--- src/rtl/hilo_issue_ctrl.sv ---
// -----------------------------------------------------------------------------
// hilo_issue_ctrl
//
// Decode-side companion to the E-stage HILO multiply/divide unit. It tracks a
// shadow copy of the unit's busy/cycle state and decides when a D-stage
// instruction that touches HI/LO has to stall. It pulses when a mult/div
// result lands, flags any divergence from the unit's own busy output, and
// keeps stall/issue statistics.
//
// Parameters:
//   MULT_CYC     busy cycles for mult/multu (must match the HILO unit)
//   DIV_CYC      busy cycles for div/divu   (must match the HILO unit)
//
// Ports:
//   clk          in   rising-edge clock
//   reset        in   synchronous, active-low reset
//   D_HILO_Op    in   [3:0] HILO op code of the instruction in D (0 = none)
//   E_HILO_Op    in   [3:0] HILO op code presented to the unit this cycle
//   HILO_busy    in   busy output of the HILO unit
//   stall        out  stall D/F, freeze D, bubble into E (combinational)
//   shadow_busy  out  registered shadow of the unit's busy state
//   remaining    out  [3:0] busy cycles left including current; 0 when idle
//   result_ready out  one-cycle pulse: HI/LO just updated by mult/div
//   mismatch     out  sticky protocol/shadow error flag
//   stall_count  out  [31:0] cycles with stall=1, saturating
//   md_count     out  [15:0] mult/div ops accepted, wrapping
//
// Op codes: 1 mult, 2 multu, 3 div, 4 divu, 5 mfhi, 6 mflo, 7 mthi, 8 mtlo.
// Codes 0 and 9..15 are non-HILO and ignored.
// -----------------------------------------------------------------------------
module hilo_issue_ctrl #(
  parameter int unsigned MULT_CYC = 5,
  parameter int unsigned DIV_CYC  = 10
) (
  input  logic        clk,
  input  logic        reset,
  input  logic [3:0]  D_HILO_Op,
  input  logic [3:0]  E_HILO_Op,
  input  logic        HILO_busy,
  output logic        stall,
  output logic        shadow_busy,
  output logic [3:0]  remaining,
  output logic        result_ready,
  output logic        mismatch,
  output logic [31:0] stall_count,
  output logic [15:0] md_count
);

  typedef enum logic [1:0] {
    ST_IDLE = 2'd0,
    ST_BUSY = 2'd1,
    ST_DONE = 2'd2
  } state_t;

  // Any instruction that reads or writes HI/LO.
  function automatic logic is_hilo_op(input logic [3:0] op);
    return (op >= 4'd1) && (op <= 4'd8);
  endfunction

  // Multi-cycle ops that occupy the unit (mult/multu/div/divu).
  function automatic logic is_md_op(input logic [3:0] op);
    return (op >= 4'd1) && (op <= 4'd4);
  endfunction

  // Busy length the unit will report for a given multi-cycle op.
  function automatic logic [3:0] busy_cycles(input logic [3:0] op);
    logic [3:0] cyc;
    case (op)
      4'd1, 4'd2: cyc = 4'(MULT_CYC);
      4'd3, 4'd4: cyc = 4'(DIV_CYC);
      default:    cyc = 4'd0;
    endcase
    return cyc;
  endfunction

  state_t      state_r;
  logic [3:0]  cnt_r;
  logic        shadow_busy_r;
  logic [3:0]  remaining_r;
  logic        result_ready_r;
  logic        mismatch_r;
  logic [31:0] stall_count_r;
  logic [15:0] md_count_r;

  logic        use_d_s;
  logic        md_op_s;
  logic        start_s;
  logic [3:0]  load_s;

  // Decode of the D and E op codes; an E mult/div is only accepted outside BUSY.
  assign use_d_s = is_hilo_op(D_HILO_Op);
  assign md_op_s = is_md_op(E_HILO_Op);
  assign start_s = md_op_s && (state_r != ST_BUSY);
  assign load_s  = busy_cycles(E_HILO_Op);

  // Stall is evaluated against the current state: an op issuing this cycle
  // already blocks a HI/LO reader sitting behind it in D.
  assign stall = use_d_s && (start_s || HILO_busy || shadow_busy_r);

  assign shadow_busy  = shadow_busy_r;
  assign remaining    = remaining_r;
  assign result_ready = result_ready_r;
  assign mismatch     = mismatch_r;
  assign stall_count  = stall_count_r;
  assign md_count     = md_count_r;

  // Issue FSM: shadows the unit's busy window; outputs are registered
  // alongside the state so they always agree with it.
  always_ff @(posedge clk) begin
    if (!reset) begin
      state_r        <= ST_IDLE;
      cnt_r          <= 4'd0;
      shadow_busy_r  <= 1'b0;
      remaining_r    <= 4'd0;
      result_ready_r <= 1'b0;
    end else begin
      case (state_r)
        // DONE accepts a new op exactly like IDLE, so back-to-back ops lose
        // no cycle; the DONE pulse belongs to the previous op.
        ST_IDLE, ST_DONE: begin
          if (start_s) begin
            state_r        <= ST_BUSY;
            cnt_r          <= load_s;
            shadow_busy_r  <= 1'b1;
            remaining_r    <= load_s;
            result_ready_r <= 1'b0;
          end else begin
            state_r        <= ST_IDLE;
            cnt_r          <= 4'd0;
            shadow_busy_r  <= 1'b0;
            remaining_r    <= 4'd0;
            result_ready_r <= 1'b0;
          end
        end
        // An E mult/div seen here is an illegal issue; it is flagged by the
        // error logic and otherwise ignored (no reload).
        ST_BUSY: begin
          if (cnt_r <= 4'd1) begin
            state_r        <= ST_DONE;
            cnt_r          <= 4'd0;
            shadow_busy_r  <= 1'b0;
            remaining_r    <= 4'd0;
            result_ready_r <= 1'b1;
          end else begin
            state_r        <= ST_BUSY;
            cnt_r          <= cnt_r - 4'd1;
            shadow_busy_r  <= 1'b1;
            remaining_r    <= cnt_r - 4'd1;
            result_ready_r <= 1'b0;
          end
        end
        default: begin
          state_r        <= ST_IDLE;
          cnt_r          <= 4'd0;
          shadow_busy_r  <= 1'b0;
          remaining_r    <= 4'd0;
          result_ready_r <= 1'b0;
        end
      endcase
    end
  end

  // Sticky error: shadow disagrees with the unit, or an issue slipped past
  // the stall while the unit was still busy.
  always_ff @(posedge clk) begin
    if (!reset) begin
      mismatch_r <= 1'b0;
    end else if ((HILO_busy != shadow_busy_r) || (md_op_s && (state_r == ST_BUSY))) begin
      mismatch_r <= 1'b1;
    end else begin
      mismatch_r <= mismatch_r;
    end
  end

  // Saturating count of stalled cycles.
  always_ff @(posedge clk) begin
    if (!reset) begin
      stall_count_r <= 32'd0;
    end else if (stall && (stall_count_r != 32'hFFFF_FFFF)) begin
      stall_count_r <= stall_count_r + 32'd1;
    end else begin
      stall_count_r <= stall_count_r;
    end
  end

  // Wrapping count of accepted mult/div ops.
  always_ff @(posedge clk) begin
    if (!reset) begin
      md_count_r <= 16'd0;
    end else if (start_s) begin
      md_count_r <= md_count_r + 16'd1;
    end else begin
      md_count_r <= md_count_r;
    end
  end

endmodule

--- config.mk ---
export PLATFORM = sky130hd
export DESIGN_NAME = hilo_issue_ctrl
export DESIGN_NICKNAME = d
export VERILOG_FILES = /design/src/rtl/hilo_issue_ctrl.sv
export SDC_FILE = /design/constraint.sdc
export NUM_CORES = 1
export LEC_CHECK = 0
export ABC_AREA = 1
export BUFFER_PORTS_ARGS = -buffer_cell sky130_fd_sc_hd__buf_2
export CORE_ASPECT_RATIO = 1.1
export CORE_MARGIN = 4
export CORE_UTILIZATION = 49
export CTS_CLUSTER_DIAMETER = 150
export CTS_CLUSTER_SIZE = 10
export DETAILED_ROUTE_END_ITERATION = 6
export GPL_TIMING_DRIVEN = 0
export MAX_ROUTING_LAYER = met4
export PLACE_DENSITY_LB_ADDON = 0.2
export SYNTH_ARGS = -nofsm -noshare
export SYNTH_HDL_FRONTEND = slang
export SYNTH_SLANG_ARGS = --single-unit
--- constraint.sdc ---
create_clock -name clk -period 2.3 [get_ports clk]
set_clock_uncertainty 0.05 [all_clocks]
set_input_delay 0.115 -clock clk [delete_from_list [all_inputs] [get_ports clk]]
set_output_delay 0.115 -clock clk [all_outputs]
set_load 0.01 [all_outputs]
==> results of run 1 <==
-- per-layer routing --
metal	GRT usage, %	vias to the layer above	wire [um]	share of wire (%)
met3	3.817	12	461	4.8
met2	40.46	80	4916	51
met1	27.49	1672	4017	42
met5	-	-	0	0
li1	-	1967	-	-
met4	7.216	0	205	2.1
-- sequential cells by signal (all words and copies together) (netlist names) --
name and count:
state_r 2, mismatch 1, md_count 16, stall_count 32
remaining 4, result_ready 1
-- critical path: cells and delay by family, from the launching register on --
family | cells | cell delay, ns
buffers and inverters | 1 | 0.26
AND/OR/NAND/NOR | 6 | 0.84
adder cells (fa/ha/maj) | 1 | 0.25
flip-flops | 1 | 0.42
AO/OA/AOI/OAI | 1 | 0.07
-- per-stage QoR --
stage / hold slack, ns / worst slack (ns) / power (mW)
2_1_floorplan: 0.1888 / 0.5029 / 1.146
4_1_cts: 0.01990 / 0.2815 / 1.974
5_1_grt: 0.02820 / 0.08001 / 2.038
3_5_place_dp: 0.3672 / 0.3192 / 1.213
3_3_place_gp: 0.3502 / 0.3468 / 1.210
6_report: 0.02713 / 0.2815 / 1.948
-- worst paths after layout --
kind | startpoint | endpoint | slack [ns] | cells after the start
min | reset | md_count[11] | 0.03 | 3
min reg2reg | md_count[15] | md_count[15] | 0.45 | 2
max reg2reg | stall_count[0] | stall_count[11] | 0.28 | 9
max | stall_count[0] | stall_count[11] | 0.28 | 9
-- cells by family (layout without fill, tap and decap cells) --
family | after synthesis | count (layout) | synth area share [%]
and+or+nand+nor | 366 | 366 | 43.80
AOI/OAI and AO/OA | 63 | 63 | 10.18
DFF | 56 | 56 | 31.67
xor gates and xnor gates | 15 | 15 | 3.711
buffers and inverters | 79 | 152 | 9.226
adders and majority gates | 4 | 4 | 1.414
-- power by group through the flow --
stage / logic, mW / clock network [mW] / registers, mW
after floorplan: 0.120 / 0 / 1.03
after global placement: 0.188 / 0 / 1.02
after detailed placement: 0.191 / 0 / 1.02
after CTS: 0.192 / 0.782 / 1.00
after global routing: 0.211 / 0.824 / 1.00
final: 0.190 / 0.758 / 1.00
-- cells in the mapped netlist --
cell and n:
or2_2 2, nand4_1 7, nand3_1 44, o21a_1 1, nor2_8 1, clkbuf_1 5
nor3_1 6, nand2_2 12, buf_6 1, nor2_4 3, o21ai_0 13, and3_1 1
a21oi_2 11, buf_2 5, inv_1 65, a21oi_1 37, a31oi_1 1, clkinv_1 1
nor2_2 2, xnor2_1 4, xor2_1 11, nand2_4 2, buf_12 1, nand2_1 195
ha_1 4, dfxtp_1 56, nor2_1 91, buf_1 1
-- area by class of cell --
type / count / area (um2)
Buffer: 13 / 78.83
Timing Repair Buffer: 66 / 330.3
Inverter: 66 / 247.7
Fill cell: 706 / 2902
Multi-Input combinational cell: 448 / 2092
Sequential cell: 56 / 1121
Clock buffer: 5 / 68.82
Clock inverter: 2 / 60.06
Tap cell: 85 / 106.4
==> metrics.cfg, run 1 <==
[run_status]
outcome=complete, no violations

[worst_setup_path]
cp_max_fo=10
critical_path.most_common_cell=nand2_4
worst_path_max_delay_cell=dfxtp_1
cp-start-kind=flip-flop
critical_path.cell_chain=ha_1, nand2_2, nor2_4, nand2_4, nor2_8, nand2_4, buf_1, nand3_1, a21oi_2
critical_path.endpoint_type=flip-flop
worst-setup-path-type=flip-flop to flip-flop
worstPathRequired_ns=2.43
worst_path_largest_cell_delay_ns=0.42
arrival_time_at_the_worst_endpoint_ns=2.15

[drt]
remaining_drc_errors=0
vias=3731
dr.pass1.iters=4
drt_iter0_markers=177
detail_route.wl_per_cell_um=12.96
post_drt_via_cell_ratio=5.035
detail_route.wirelength_mm=9.601
final_antenna_net_count=0

[clocking]
insertion_delay_ns=0.31
cts_hold_buffers=0
cts.htree.levels=2
post_cts_setup_buffer_count=0
clock-root-buffer=clkbuf_8
post_cts_resized=0
clock_sink_count=56
tritoncts=yes
clk_pin_slew_worst_paths_ns=0.10
longest_clk_path_bufs=2
cts-buffers-inserted=5

[synthesis]
syn_avg_cell_area_um2=6.071
synth.cell_area_mm2=0.003540
ys_top_cells_by_area=dfxtp_1 32%, nand2_1 21%, nor2_1 9.7%
postSynthCellCount=583
yosys.area.top_type=dfxtp_1
ys_seq_area_share_pct=31.67
yosysTopAreaCellShare_pct=31.67
syn-num-nets=598
synth-warning-count=0
synth-seq-cells=56
ys_types=28

[grt]
grt_first_pass_wirelength_mm=16.01
grt_antenna_before_repair=0
first_global_vias=3491
grt_start_max_net_pins=17
grt.total_usage_pct=23.48
grt_overflow_total=0

[placed_design]
buffer_ports.inserted=66
placement.cell_area_mm2=0.003976
dp_cells=734
place.detailed.hpwl_mm=7.689
place.gp.congestion=0.9388

[finish]
n_antenna_cell=0
layout-drive-gt1-share_pct=17.23
mostFrequentLayoutCells=195 x nand2_1, 91 x nor2_1, 71 x buf_2
layout.cell_area.non_filler_mm2=0.004105
post_layout_nonfiller_instances=741
nNetsFinal=671
final_util_pct=58.59
area_growth_pct=15.98
mostFrequentLayoutCell=nand2_1

[power_and_ir_drop]
p_sw_uw=471.0
sw_frac_of_total_pct=24.17
power_internal_mw=1.477
p_clk_share_pct=38.9
cellLeakagePower_nw=1.757
vdd.ir_drop.worst_mv=0.2930
power_per_cell_area_mw_per_mm2=474.6
share_seq_of_total_power_pct=51.3
p_comb_share_pct=9.8

[timing]
report.final.slew_viol_count=0
final-hold-violation-count=0
timing_worst_slew_pin_value_ns=0.6604
rsz0062_at_grt=no
totalNegativeSetupSlack_ns=0
period_needed_ns=2.019
fmax_mhz=495.4
final_min_period_over_clock_period_pct=87.76
timing.final.setup_violations=0
slew_headroom_pct=55.98

[floorplanning]
boundaryPins=67
floorplan.die.width_um=89.04
placement_rows=32
die_area_mm2=0.008649
core_ar_mm2=0.007007
floorplan.initialDensity_pct=50.52
floorplan.die.height_um=97.14

[worst_hold_path]
hold_class=input pin to flip-flop

[run]
max_cap_violations=0

(Power assumes the default switching activity.)
==> run 2, diff against run 1 <==
- CORE_MARGIN: 4 -> unset
- CORE_UTILIZATION: 49 -> 30
==> metrics.cfg, run 2 (synthesis gave the netlist of run 1 again) <==
[grt]
grt_antenna_before_repair=0  ; unchanged
grt_first_pass_wirelength_mm=16.94  ; +5.8%
grt_overflow_total=0  ; unchanged
grt.total_usage_pct=18.10  ; -5.4 points
first_global_vias=3476  ; -0.43%
grt_start_max_net_pins=17  ; unchanged

[placed_design]
place.gp.congestion=0.8846  ; -5.8%
buffer_ports.inserted=66  ; unchanged
dp_cells=799  ; +8.9%
place.detailed.hpwl_mm=7.873  ; +2.4%
placement.cell_area_mm2=0.004058  ; +2.0%

[worst_setup_path]
worst_path_largest_cell_delay_ns=0.46  ; +0.04 ns
arrival_time_at_the_worst_endpoint_ns=2.13  ; -0.02 ns
worstPathRequired_ns=2.41  ; -0.02 ns
critical_path.cell_chain=ha_1, nand3_1, nor2_1, nand2_1, inv_1, nand2_1, nand2_1, nand2_1, nand2_1, a21oi_1
critical_path.most_common_cell=nand2_1
worst_path_max_delay_cell=nor2_1
worst-setup-path-type=flip-flop to flip-flop
critical_path.endpoint_type=flip-flop
cp_max_fo=5  ; -5
cp_top_family=simple AND/OR/NAND/NOR gates
cp-start-kind=flip-flop
critPathBufInv=1  ; unchanged

[power_and_ir_drop]
sw_frac_of_total_pct=25.13  ; +0.95 points
p_comb_share_pct=9.3  ; -0.5 points
power_per_cell_area_mw_per_mm2=494.3  ; +4.2%
share_seq_of_total_power_pct=47.9  ; -3.4 points
p_clk_share_pct=42.9  ; +4.0 points
vdd.ir_drop.worst_mv=0.2429  ; -17%
cellLeakagePower_nw=1.774  ; +0.95%
power_internal_mw=1.562  ; +5.8%
p_sw_uw=524.3  ; +11%

[clocking]
clock_sink_count=56  ; unchanged
cts-buffers-inserted=5  ; unchanged
post_cts_setup_buffer_count=0  ; unchanged
longest_clk_path_bufs=2  ; unchanged
clk_pin_slew_worst_paths_ns=0.08  ; -0.02 ns
cts.htree.levels=2  ; unchanged
insertion_delay_ns=0.30  ; about the same
tritoncts=yes
post_cts_resized=0  ; unchanged
clock-root-buffer=clkbuf_16
cts_hold_buffers=0  ; unchanged

[drt]
detail_route.wirelength_mm=9.980  ; +3.9%
vias=3731  ; unchanged
detail_route.wl_per_cell_um=12.37  ; -4.6%
post_drt_via_cell_ratio=4.623  ; -8.2%
final_antenna_net_count=0  ; unchanged
drt_iter0_markers=156  ; -12%
dr.pass1.iters=4  ; unchanged
remaining_drc_errors=0  ; unchanged

[timing]
fmax_mhz=496.8  ; +0.28%
slew_headroom_pct=54.05  ; -1.9 points
final-hold-violation-count=0  ; unchanged
timing_worst_slew_pin_value_ns=0.6892  ; +0.02886 ns
period_needed_ns=2.013  ; -0.005716 ns
totalNegativeSetupSlack_ns=0  ; unchanged
rsz0062_at_grt=no
report.final.slew_viol_count=0  ; unchanged
final_min_period_over_clock_period_pct=87.51  ; -0.25 points
timing.final.setup_violations=0  ; unchanged

[worst_hold_path]
hold_class=input pin to flip-flop

[floorplanning]
core_ar_mm2=0.01149  ; +64%
floorplan.initialDensity_pct=30.80  ; -20 points
placement_rows=41  ; +28%
boundaryPins=67  ; unchanged
floorplan.die.width_um=105.6  ; +19%
die_area_mm2=0.01224  ; +41%
floorplan.die.height_um=115.9  ; +19%

[finish]
final_util_pct=36.74  ; -22 points
nNetsFinal=671  ; unchanged
layout-drive-gt1-share_pct=17.20  ; -0.026 points
largest_reg_flops=32  ; unchanged
n_antenna_cell=0  ; unchanged
mostFrequentLayoutCell=nand2_1
area_growth_pct=19.26
layout.cell_area.non_filler_mm2=0.004222  ; +2.8%
mostFrequentLayoutCells=195 x nand2_1, 91 x nor2_1, 71 x buf_2
post_layout_nonfiller_instances=807  ; +8.9%

[run]
max_cap_violations=0  ; unchanged

[run_status]
outcome=complete, no violations

[run 2: through the flow]
step | worst slack [ns] | power (mW) | hold slack (ns)
5_1_grt | 0.01625 | 2.180 | 0.04276
2_1_floorplan | 0.5029 | 1.146 | 0.1888
3_3_place_gp | 0.3067 | 1.215 | 0.3730
6_report | 0.2872 | 2.087 | 0.04165
3_5_place_dp | 0.2746 | 1.219 | 0.3675
4_1_cts | 0.2567 | 2.111 | 0.04027
[run 2: worst paths after layout]
check	endpoint	slack, ns	from	cells after the start
max	stall_count[26]	0.29	stall_count[1]	10
min reg2reg	md_count[15]	0.44	md_count[15]	2
min	md_count[11]	0.04	reset	3
max reg2reg	stall_count[26]	0.29	stall_count[1]	10
[run 2: layout make-up]
type	instances	area [um2]
repair buffers	66	330.3
fillers	1343	7269
inverters	66	247.7
multi-input cells	448	2092
clock buffers	6	128.9
plain buffers	13	78.83
well taps	150	187.7
clock inverters	2	35.03
flip-flops and latches	56	1121
[run 2: metal layers]
| layer | GRT usage (%) | part of all wire (%) |
|---|---|---|
| met3 | 2.981 | 4.0 |
| met2 | 30.18 | 47 |
| met1 | 22.94 | 48 |
| met4 | 4.444 | 1.1 |
| met5 | - | 0 |
[run 2: power by group through the flow]
stage	Clock (mW)	Combinational (mW)	Sequential, mW
after CTS	0.914	0.198	0.999
final	0.894	0.194	0.999
after global placement	0	0.193	1.02
after floorplan	0	0.120	1.03
after detailed placement	0	0.197	1.02
after global routing	0.959	0.219	1.00
[run 2: tightest hold or removal path: cells and delay by family]
| family | cells | cell delay [ns] |
|---|---|---|
| buf+inv | 1 | 0.14 |
| simple gates | 1 | 0.07 |
| compound gates | 1 | 0.03 |
